===== src/rtl/upg_pkg.sv =====
// Shared definitions for the UART programmer back end (upg_loader).
// Holds the loader state encoding, the frame sync marker, the sticky
// error codes reported on upg_err_o and the largest legal word count.
package upg_pkg;

   typedef enum logic [3:0] {
      ST_IDLE,
      ST_SEL,
      ST_CNT_LO,
      ST_CNT_HI,
      ST_DATA,
      ST_WRITE,
      ST_CSUM,
      ST_DONE,
      ST_ERR
   } state_t;

   localparam logic [7:0] SYNC_BYTE   = 8'hA5;

   localparam logic [1:0] ERR_NONE    = 2'b00;
   localparam logic [1:0] ERR_TIMEOUT = 2'b01;
   localparam logic [1:0] ERR_COUNT   = 2'b10;
   localparam logic [1:0] ERR_CSUM    = 2'b11;

   localparam int unsigned MAX_WORDS  = 16384;

endpackage


===== src/rtl/upg_loader_if.sv =====
// Byte-in / word-out bus of the UART programmer back end.
//   rx_valid_i, rx_data_i : one-cycle byte strobe and byte from the UART receiver
//   upg_wen_o             : one-cycle word write strobe to the memories
//   upg_sel_o             : target memory (0 instruction, 1 data)
//   upg_adr_o, upg_dat_o  : word address and write data
//   upg_done_o            : sticky, programming finished with good checksum
//   upg_err_o             : sticky error code
// master: the loader side (consumes bytes, drives the memory write port).
// slave : the environment side (UART receiver + memories).
interface upg_loader_if;
   logic        rx_valid_i;
   logic [7:0]  rx_data_i;
   logic        upg_wen_o;
   logic        upg_sel_o;
   logic [13:0] upg_adr_o;
   logic [31:0] upg_dat_o;
   logic        upg_done_o;
   logic [1:0]  upg_err_o;

   modport master (
      input  rx_valid_i, rx_data_i,
      output upg_wen_o, upg_sel_o, upg_adr_o, upg_dat_o, upg_done_o, upg_err_o
   );

   modport slave (
      output rx_valid_i, rx_data_i,
      input  upg_wen_o, upg_sel_o, upg_adr_o, upg_dat_o, upg_done_o, upg_err_o
   );
endinterface


===== src/rtl/upg_timeout.sv =====
// Inter-byte watchdog for the UART programmer.
//   clk_i, rst_n_i : clock, asynchronous active-low reset
//   clr_i          : reload to TIMEOUT_CYCLES (a byte arrived)
//   en_i           : count down this cycle (loader is inside a frame)
//   expire_o       : one-cycle pulse on the cycle the count reaches zero
module upg_timeout #(
   parameter int unsigned TIMEOUT_CYCLES = 1000000
) (
   input  logic clk_i,
   input  logic rst_n_i,
   input  logic clr_i,
   input  logic en_i,
   output logic expire_o
);

   localparam int unsigned W = $clog2(TIMEOUT_CYCLES + 1);
   localparam logic [W-1:0] LOAD = W'(TIMEOUT_CYCLES);

   logic [W-1:0] cnt_q, cnt_d;

   // A zero count is the idle/expired value: it never wraps and never
   // re-fires until the next reload.
   always_comb begin
      cnt_d    = cnt_q;
      expire_o = 1'b0;
      if (clr_i) begin
         cnt_d = LOAD;
      end else if (en_i && (cnt_q != '0)) begin
         cnt_d    = cnt_q - W'(1);
         expire_o = (cnt_q == W'(1));
      end
   end

   always_ff @(posedge clk_i or negedge rst_n_i) begin
      if (!rst_n_i) begin
         cnt_q <= '0;
      end else begin
         cnt_q <= cnt_d;
      end
   end

endmodule


===== src/rtl/upg_loader.sv =====
// UART programmer back end: frames a load from the received byte stream,
// assembles little-endian 32-bit words, issues one memory write per word and
// verifies the trailing XOR checksum.
// Frame: SYNC, SEL, CNT_LO, CNT_HI, CNT*4 data bytes (LSB first), CSUM.
//   upg_clk_i   : UPG clock
//   upg_rst_n_i : asynchronous active-low reset
//   start_i     : re-arm pulse, clears done/error and returns to IDLE
//   bus         : byte input and memory write port (see upg_loader_if)
module upg_loader #(
   parameter int unsigned TIMEOUT_CYCLES = 1000000,
   parameter logic [7:0]  SYNC_BYTE      = upg_pkg::SYNC_BYTE,
   parameter int unsigned MAX_WORDS      = upg_pkg::MAX_WORDS
) (
   input  logic          upg_clk_i,
   input  logic          upg_rst_n_i,
   input  logic          start_i,
   upg_loader_if.master  bus
);
   import upg_pkg::*;

   localparam logic [15:0] MAX_CNT = 16'(MAX_WORDS);

   state_t      state_q, state_d;
   logic        sel_q, sel_d;
   logic [7:0]  cnt_lo_q, cnt_lo_d;
   logic [14:0] cnt_q, cnt_d;
   logic [14:0] word_q, word_d;
   logic [1:0]  idx_q, idx_d;
   logic [23:0] asm_q, asm_d;
   logic [13:0] adr_q, adr_d;
   logic [31:0] dat_q, dat_d;
   logic [7:0]  csum_q, csum_d;
   logic        done_q, done_d;
   logic [1:0]  err_q, err_d;

   logic        rx;
   logic [7:0]  rx_byte;
   logic [15:0] cnt_full;
   logic [14:0] word_inc;
   logic        last_word;
   logic        tmo_en;
   logic        tmo_expire;

   assign rx      = bus.rx_valid_i;
   assign rx_byte = bus.rx_data_i;

   upg_timeout #(
      .TIMEOUT_CYCLES (TIMEOUT_CYCLES)
   ) u_timeout (
      .clk_i    (upg_clk_i),
      .rst_n_i  (upg_rst_n_i),
      .clr_i    (rx),
      .en_i     (tmo_en),
      .expire_o (tmo_expire)
   );

   // The watchdog only runs while a frame is in flight.
   assign tmo_en = state_q inside {ST_SEL, ST_CNT_LO, ST_CNT_HI,
                                   ST_DATA, ST_WRITE, ST_CSUM};

   always_comb begin
      state_d   = state_q;
      sel_d     = sel_q;
      cnt_lo_d  = cnt_lo_q;
      cnt_d     = cnt_q;
      word_d    = word_q;
      idx_d     = idx_q;
      asm_d     = asm_q;
      adr_d     = adr_q;
      dat_d     = dat_q;
      csum_d    = csum_q;
      done_d    = done_q;
      err_d     = err_q;

      cnt_full  = {rx_byte, cnt_lo_q};
      word_inc  = word_q + 15'd1;
      // 15-bit compare so that a count of 16384 terminates after adr 16383.
      last_word = (word_inc == cnt_q);

      if (start_i) begin
         // Re-arm wins over a byte arriving in the same cycle; the byte is lost.
         state_d = ST_IDLE;
         done_d  = 1'b0;
         err_d   = ERR_NONE;
      end else if (tmo_expire) begin
         state_d = ST_ERR;
         err_d   = ERR_TIMEOUT;
      end else begin
         unique case (state_q)
            ST_IDLE: begin
               if (rx && (rx_byte == SYNC_BYTE)) begin
                  state_d = ST_SEL;
                  csum_d  = 8'h00;
               end
            end
            ST_SEL: begin
               if (rx) begin
                  sel_d   = rx_byte[0];
                  csum_d  = csum_q ^ rx_byte;
                  state_d = ST_CNT_LO;
               end
            end
            ST_CNT_LO: begin
               if (rx) begin
                  cnt_lo_d = rx_byte;
                  csum_d   = csum_q ^ rx_byte;
                  state_d  = ST_CNT_HI;
               end
            end
            ST_CNT_HI: begin
               if (rx) begin
                  csum_d = csum_q ^ rx_byte;
                  if (cnt_full > MAX_CNT) begin
                     state_d = ST_ERR;
                     err_d   = ERR_COUNT;
                  end else if (cnt_full == 16'd0) begin
                     state_d = ST_CSUM;
                  end else begin
                     cnt_d   = cnt_full[14:0];
                     word_d  = 15'd0;
                     idx_d   = 2'd0;
                     state_d = ST_DATA;
                  end
               end
            end
            ST_DATA: begin
               if (rx) begin
                  csum_d = csum_q ^ rx_byte;
                  unique case (idx_q)
                     2'd0: asm_d[7:0]   = rx_byte;
                     2'd1: asm_d[15:8]  = rx_byte;
                     2'd2: asm_d[23:16] = rx_byte;
                     default: ;
                  endcase
                  if (idx_q == 2'd3) begin
                     // Fourth byte goes straight into the output word so the
                     // write strobe follows the byte by a single cycle.
                     dat_d   = {rx_byte, asm_q};
                     adr_d   = word_q[13:0];
                     idx_d   = 2'd0;
                     state_d = ST_WRITE;
                  end else begin
                     idx_d = idx_q + 2'd1;
                  end
               end
            end
            ST_WRITE: begin
               word_d = word_inc;
               if (last_word) begin
                  state_d = ST_CSUM;
                  // A byte landing here is already the checksum.
                  if (rx) begin
                     if (rx_byte == csum_q) begin
                        state_d = ST_DONE;
                        done_d  = 1'b1;
                     end else begin
                        state_d = ST_ERR;
                        err_d   = ERR_CSUM;
                     end
                  end
               end else begin
                  state_d = ST_DATA;
                  // A byte landing here is byte 0 of the next word.
                  if (rx) begin
                     asm_d[7:0] = rx_byte;
                     csum_d     = csum_q ^ rx_byte;
                     idx_d      = 2'd1;
                  end
               end
            end
            ST_CSUM: begin
               if (rx) begin
                  if (rx_byte == csum_q) begin
                     state_d = ST_DONE;
                     done_d  = 1'b1;
                  end else begin
                     state_d = ST_ERR;
                     err_d   = ERR_CSUM;
                  end
               end
            end
            ST_DONE, ST_ERR: ;
            default: state_d = ST_IDLE;
         endcase
      end
   end

   always_ff @(posedge upg_clk_i or negedge upg_rst_n_i) begin
      if (!upg_rst_n_i) begin
         state_q  <= ST_IDLE;
         sel_q    <= 1'b0;
         cnt_lo_q <= '0;
         cnt_q    <= '0;
         word_q   <= '0;
         idx_q    <= '0;
         asm_q    <= '0;
         adr_q    <= '0;
         dat_q    <= '0;
         csum_q   <= '0;
         done_q   <= 1'b0;
         err_q    <= ERR_NONE;
      end else begin
         state_q  <= state_d;
         sel_q    <= sel_d;
         cnt_lo_q <= cnt_lo_d;
         cnt_q    <= cnt_d;
         word_q   <= word_d;
         idx_q    <= idx_d;
         asm_q    <= asm_d;
         adr_q    <= adr_d;
         dat_q    <= dat_d;
         csum_q   <= csum_d;
         done_q   <= done_d;
         err_q    <= err_d;
      end
   end

   assign bus.upg_wen_o  = (state_q == ST_WRITE);
   assign bus.upg_sel_o  = sel_q;
   assign bus.upg_adr_o  = adr_q;
   assign bus.upg_dat_o  = dat_q;
   assign bus.upg_done_o = done_q;
   assign bus.upg_err_o  = err_q;

endmodule


===== src/flat_wrapper.sv =====
// flat-port wrapper written by rule: the top's interface ports become plain ports
module upg_loader_flat import upg_pkg::*;
#(
   parameter int unsigned TIMEOUT_CYCLES = 1000000,
   parameter logic [7:0]  SYNC_BYTE      = upg_pkg::SYNC_BYTE,
   parameter int unsigned MAX_WORDS      = upg_pkg::MAX_WORDS
)
  (upg_clk_i, upg_rst_n_i, start_i, bus_rx_valid_i, bus_rx_data_i, bus_upg_wen_o, bus_upg_sel_o, bus_upg_adr_o, bus_upg_dat_o, bus_upg_done_o, bus_upg_err_o);
  upg_loader_if bus_i ();
  input  logic upg_clk_i;
  input  logic upg_rst_n_i;
  input  logic start_i;
  input wire logic [$bits(bus_i.rx_valid_i)-1:0] bus_rx_valid_i;
  input wire logic [$bits(bus_i.rx_data_i)-1:0] bus_rx_data_i;
  output wire logic [$bits(bus_i.upg_wen_o)-1:0] bus_upg_wen_o;
  output wire logic [$bits(bus_i.upg_sel_o)-1:0] bus_upg_sel_o;
  output wire logic [$bits(bus_i.upg_adr_o)-1:0] bus_upg_adr_o;
  output wire logic [$bits(bus_i.upg_dat_o)-1:0] bus_upg_dat_o;
  output wire logic [$bits(bus_i.upg_done_o)-1:0] bus_upg_done_o;
  output wire logic [$bits(bus_i.upg_err_o)-1:0] bus_upg_err_o;
  assign bus_i.rx_valid_i = bus_rx_valid_i;
  assign bus_i.rx_data_i = bus_rx_data_i;
  assign bus_upg_wen_o = bus_i.upg_wen_o;
  assign bus_upg_sel_o = bus_i.upg_sel_o;
  assign bus_upg_adr_o = bus_i.upg_adr_o;
  assign bus_upg_dat_o = bus_i.upg_dat_o;
  assign bus_upg_done_o = bus_i.upg_done_o;
  assign bus_upg_err_o = bus_i.upg_err_o;
  upg_loader #(.TIMEOUT_CYCLES(TIMEOUT_CYCLES), .SYNC_BYTE(SYNC_BYTE), .MAX_WORDS(MAX_WORDS)) u_core (.upg_clk_i(upg_clk_i), .upg_rst_n_i(upg_rst_n_i), .start_i(start_i), .bus(bus_i));
endmodule

===== config.mk =====
export PLATFORM = sky130hd
export DESIGN_NAME = upg_loader_flat
export DESIGN_NICKNAME = d
export VERILOG_FILES = /design/src/rtl/upg_pkg.sv /design/src/rtl/upg_loader_if.sv /design/src/rtl/upg_timeout.sv /design/src/rtl/upg_loader.sv /design/src/flat_wrapper.sv
export SDC_FILE = /design/constraint.sdc
export NUM_CORES = 1
export LEC_CHECK = 0
export CORE_UTILIZATION = 40
export CTS_BUF_LIST = sky130_fd_sc_hd__clkbuf_4
export CTS_CLUSTER_DIAMETER = 100
export DETAILED_ROUTE_END_ITERATION = 8
export MAX_ROUTING_LAYER = met4
export SYNTH_ARGS = -nofsm -noshare
export SYNTH_HDL_FRONTEND = slang
export SYNTH_SLANG_ARGS = --single-unit

===== constraint.sdc =====
create_clock -name upg_clk_i -period 3.45 [get_ports upg_clk_i]
set_clock_uncertainty 0.05 [all_clocks]
set_input_delay 0.5175 -clock upg_clk_i [delete_from_list [all_inputs] [get_ports upg_clk_i]]
set_output_delay 0.5175 -clock upg_clk_i [all_outputs]
set_load 0.005 [all_outputs]

=== Yosys cells after proc, flatten, opt, wreduce, memory -nomap -nowiden ===
Cells that the tools add are included.
Widths: inputs -> output; s select.

* Bits in registers: 146
* Output and inout port bits: 51

* $add $sub $neg: 3
* Order comparisons: 1
* Equal/unequal tests: 35
* Muxes and demuxes: 54
* Bitwise gates (word level): 5
* Reductions and logical operators: 29

{| class="wikitable"
|+ Operators with widths
! operator !! number
|-
| $mux 8 || 7
|-
| $mux 4 || 13
|-
| $mux 15 || 3
|-
| $mux 20 || 2
|-
| $pmux 4 s8 || 1
|-
| $mux 2 || 15
|-
| $pmux 15 s2 || 1
|-
| $ne 4x3->1 const B || 7
|-
| $pmux 8 s3 || 1
|-
| $eq 20x1->1 const B || 1
|-
| $reduce_and 5->1 || 4
|-
| $reduce_bool 20->1 || 1
|-
| $sub 20x1->20 const B || 1
|-
| $eq 4x3->1 const B || 4
|-
| $gt 16x15->1 const B || 1
|-
| $logic_not 16->1 || 1
|-
| $ne 2x2->1 const B || 8
|-
| $pmux 8 s2 || 1
|-
| $add 15x1->15 const B || 1
|-
| $eq 15x15->1 || 1
|-
| $pmux 2 s3 || 2
|-
| $reduce_and 4->1 || 3
|-
| $reduce_and 6->1 || 2
|-
| $reduce_and 9->1 || 1
|-
| 27 further kinds || 45
|}

=== Logic depth before layout (Yosys ltp) ===
Gate-level depths: netlist of the first run.

* Word-level depth: 7
* Mapped depth: 11
* Gate-level depth less buffers: 10

=== By module ===
A second synthesis of the first run with hierarchy kept.

* Cell total of the unflattened synthesis: 663
* Area total of the unflattened synthesis: 7,418.4 um^2

{| class="wikitable"
|+ Modules (own cells, without submodules)
! module !! instances !! cells each !! area an instance (um^2)
|-
| upg_loader || 1 || 541 || 6,117.1
|-
| upg_timeout || 1 || 122 || 1,301.2
|}

=== Worst setup path before layout of the first run ===
Ideal clock, no wire load.

* Path type: input -> register
* Start point: in bus_rx_data_i[5]
* End point: reg u_core.err_q[0] (netlist: u_core.bus.upg_err_o[0])
* Library setup time: 94 ps
* Arrival: 2,554 ps
* Setup slack: 752 ps
* Cell stages on the path: 10
* Path buffers: 2
* Cell sequence: clkbuf_1 nand2b_1 and3_1 nand4b_1 or4_1 clkbuf_1 nor2b_1 o21ai_1 mux2_2 a211oi_1

* Longest elaborated chain between the ends: 7
* Elaborated cells on any way between the ends: 10

{| class="wikitable"
|+ RTL lines
! what !! line !! RTL
|-
| start, declared || flat_wrapper.sv:14 || <nowiki>input wire logic [$bits(bus_i.rx_data_i)-1:0] bus_rx_data_i;</nowiki>
|-
| parallel branches: the longest is 7 deep, another holds $gt 16x15->1 || n/a ||
|-
| end signal, assigned || upg_loader.sv:214 || <nowiki>err_q <= err_d;</nowiki>
|-
| end, declared || upg_loader.sv:34 || <nowiki>logic [1:0] err_q, err_d;</nowiki>
|}

Parallel ways; which one is timed is not known. The select of a mux whose other input is x is not followed.
A chain may end at the register's enable or synchronous reset.

=== Final worst setup path of the first run ===
* Start point: reg u_core.state_q[2]
* End point: out bus_upg_wen_o

* Longest elaborated chain between the ends: 1

{| class="wikitable"
|+ RTL lines
! what !! line !! RTL
|-
| start, declared || upg_loader.sv:23 || <nowiki>state_t state_q, state_d;</nowiki>
|-
| start signal, assigned || upg_loader.sv:203 || <nowiki>state_q <= state_d;</nowiki>
|-
| $eq 4x3->1 || upg_loader.sv:218 || <nowiki>assign bus.upg_wen_o = (state_q == ST_WRITE);</nowiki>
|-
| end, declared || flat_wrapper.sv:15 || <nowiki>output wire logic [$bits(bus_i.upg_wen_o)-1:0] bus_upg_wen_o;</nowiki>
|}

No other way between the ends.

==> flow_metrics.tcl, run 1 <==
set metrics [dict create \
    routed-via-count 5093 \
    avgSynthCellArea_sq_um 11.1 \
    combinationalPowerShare 0.187 \
    final_common_cell "dfrtp_1" \
    crit_path_start_kind "register" \
    grt_pass1_wl_mm 26.3 \
    dpl.hpwl_mm 11.4 \
    drtIter0Drc 288 \
    worstHoldPathType "register to register" \
    layout_min_cycle_time_ps 3220 \
    maxCapViolCount 0 \
    layout_setup_ws_ps 227 \
    vias_per_cell 5.34 \
    start_util 0.411 \
    synth-seq-cells 146 \
    fill_cells 1600 \
    power_frac_clock 0.310 \
    path_clk_slew_ps 120 \
    regArea_sq_um 3650 \
    final-hold-violation-count 0 \
    dieArea_sq_um 18400 \
    synth_edf_count 0 \
    antenna_found_initial 1 \
    crit_fanout 7 \
    clock-sinks 146 \
    cts_inserted_buffers 17 \
    p_sw_frac 0.302 \
    dp_slack_ps 169 \
    io_pins 63 \
    crit_type "register to primary output" \
    dp_cells 920 \
    intPower_mw 2.73 \
    synth_nets 662 \
    finalCritPeriodShare 0.934 \
    nets 735 \
    finalSetupViolCount 0 \
    async_flop_share 1.00 \
    outcome "completed" \
    drv_slew 0 \
    placementRows 48 \
    grt.overflow.total 0 \
    cp-end-kind "primary output" \
    mostFrequentLayoutCells "146 x dfrtp_1, 81 x mux2_2, 61 x clkdlybuf4s50_1" \
    grt_pass1_vias 5170 \
    ys_types 54 \
    grt_max_degree 77 \
    postLayoutCoreUtil 0.485 \
    clk_latency_ps 550 \
    powerDensity_nw_per_um2 465 \
    drive_gt1_frac 0.220 \
    globalplace.congestion 0.867 \
    final_cells 953 \
    arrival_ps 2660 \
    drtAntennaViolNets 0 \
    portBuffers 62 \
    die_w_um 136 \
    cts_root_buffer "clkbuf_4" \
    area_delta_synth_final_pct 18.0 \
    postSynthCellCount 642 \
    yosys_warnings 0 \
    p_leak_nw 3.83 \
    wire_per_inst_um 16.8 \
    worst-endpoint-required_ps 2880 \
    dr.pass1.iters 5 \
    h-tree-depth 4 \
    rsz0062_at_grt "no" \
    grt_usage 0.192 \
    clockBufferDepth 2 \
    fin_tns_setup_ps 0 \
    synthFlopType "dfrtp_1" \
    max_freq_mhz 310 \
    worst_pin_slew_ps 698 \
    ys_seq_area_frac 0.512 \
    ir_worst_vdd_mv 0.247 \
    netlist_area_sq_um 7130 \
    p_sw_mw 1.18 \
    coreArea_sq_um 17400 \
    finalWirelength_mm 16.0 \
    seq_power_share 0.503 \
    multi_input_comb_area_sq_um 3270 \
    drcViolationCount 0 \
    die_height_um 136 \
    cts_tree "done" \
    relSlewSlack 0.530 \
]
cells in the mapped netlist, types with 5 or more instances:
cell type	instances	share of area
xnor2_1	23	0.028
a211oi_1	5	0.0053
nand3_1	15	0.011
buf_2	10	0.0070
clkbuf_1	21	0.011
nor2_1	51	0.027
ha_1	8	0.014
nand2_1	48	0.025
nor2b_1	14	0.012
nand2b_1	8	0.0070
or3_1	7	0.0061
xor2_1	12	0.015
and3_1	15	0.013
o31ai_1	10	0.011
dfrtp_1	146	0.51
mux2i_1	5	0.0070
mux2_2	81	0.13
nand4_1	7	0.0061
or4_1	6	0.0063
nor3_1	10	0.0070
o21ai_0	39	0.027
nor4_1	14	0.012
a21oi_1	12	0.0084
mux2_4	9	0.019
a221o_1	7	0.0098
inv_1	12	0.0063
power groups by stage:
stage	logic, mW	registers (mW)	clock network (mW)
2_1_floorplan	0.528	1.96	0
3_3_place_gp	0.707	1.99	0
3_5_place_dp	0.726	2.00	0
4_1_cts	0.732	1.97	1.25
5_1_grt	0.827	1.99	1.32
6_report	0.732	1.97	1.21
worst max-delay path, stage by stage, from the launching register on:
cell	delay, ps
dfrtp_1	500
nor2b_2	290
nor2b_1	320
nand2_1	230
inv_1	230
clkdlybuf4s50_1	540
cells by family after synthesis:
family | after synthesis | synth area share
muxes | 95 | 0.154
adders and majority gates | 8 | 0.0140
DFF | 146 | 0.512
xor gates and xnor gates | 35 | 0.0430
and+or+nand+nor | 215 | 0.157
AOI/OAI and AO/OA | 97 | 0.0909
buffers and inverters | 46 | 0.0291
final timing paths:
| check | from | endpoint | slack [ps] | cells past startpoint |
|---|---|---|---|---|
| max | u_core.state_q[2] | bus_upg_wen_o | 230 | 5 |
| min | u_core.bus.upg_dat_o[30] | u_core.bus.upg_dat_o[30] | 450 | 2 |
| max reg2reg | u_core.word_q[0] | u_core.csum_q[2] | 400 | 9 |
| min reg2reg | u_core.bus.upg_dat_o[30] | u_core.bus.upg_dat_o[30] | 450 | 2 |
| max in group asynchronous | upg_rst_n_i | u_core.u_timeout.cnt_q[14] | 2020 | 3 |
| min in group asynchronous | upg_rst_n_i | u_core.bus.upg_dat_o[29] | 480 | 2 |
layer usage:
metal  up-vias  wire, um  global-route usage
li1       2437         -                   -
met1      2557      7600               0.249
met2        82      7700               0.300
met3        17       449              0.0393
met4         0       240              0.0612
met5         -         0                   -
through the flow:
step | area (sq um) | hold WS, ps | power [mW]
floorplan | 7130 | 172 | 2.48
global placement | 8070 | 418 | 2.70
detailed placement | 8070 | 424 | 2.72
CTS | 8410 | 451 | 3.95
global route | 8410 | 481 | 4.13
finish | 8410 | 448 | 3.91
state kept, by name, summed over array words and instances (netlist names), 4 cells and up:
| register | count |
|---|---|
| u_core.csum_q | 8 |
| u_core.cnt_q | 15 |
| u_core.state_q | 4 |
| u_core.cnt_lo_q | 8 |
| u_core.u_timeout.cnt_q | 20 |
| u_core.bus.upg_dat_o | 32 |
| u_core.bus.upg_adr_o | 14 |
| u_core.asm_q | 24 |
| u_core.word_q | 15 |
final cells by class:
| type | count | share of cell area |
|---|---|---|
| multi-input cells | 450 | 0.389 |
| flip-flops and latches | 146 | 0.434 |
| clock inverters | 12 | 0.0214 |
| diodes | 1 | 0.000297 |
| inverters | 12 | 0.00535 |
| clock buffers | 19 | 0.0170 |
| repair buffers | 88 | 0.0989 |
| well taps | 225 | 0.0335 |
what timing repair did:
item | 4_1_cts | 5_1_grt
hold buffers | 1 | 0
hold endpoints to repair | 70 | 0
resized for setup | 0 | 1
setup buffers | 0 | 0
setup endpoints to repair | 0 | 1
No activity file was read; power rests on OpenSTA's default activity.
==> run 2: changes to the inputs <==
Settings changed: CAP_MARGIN from default to 30, SLEW_MARGIN from default to 30.
==> results of run 2 <==
Same layout as run 1: the final DEF is identical, and so are final timing and power.
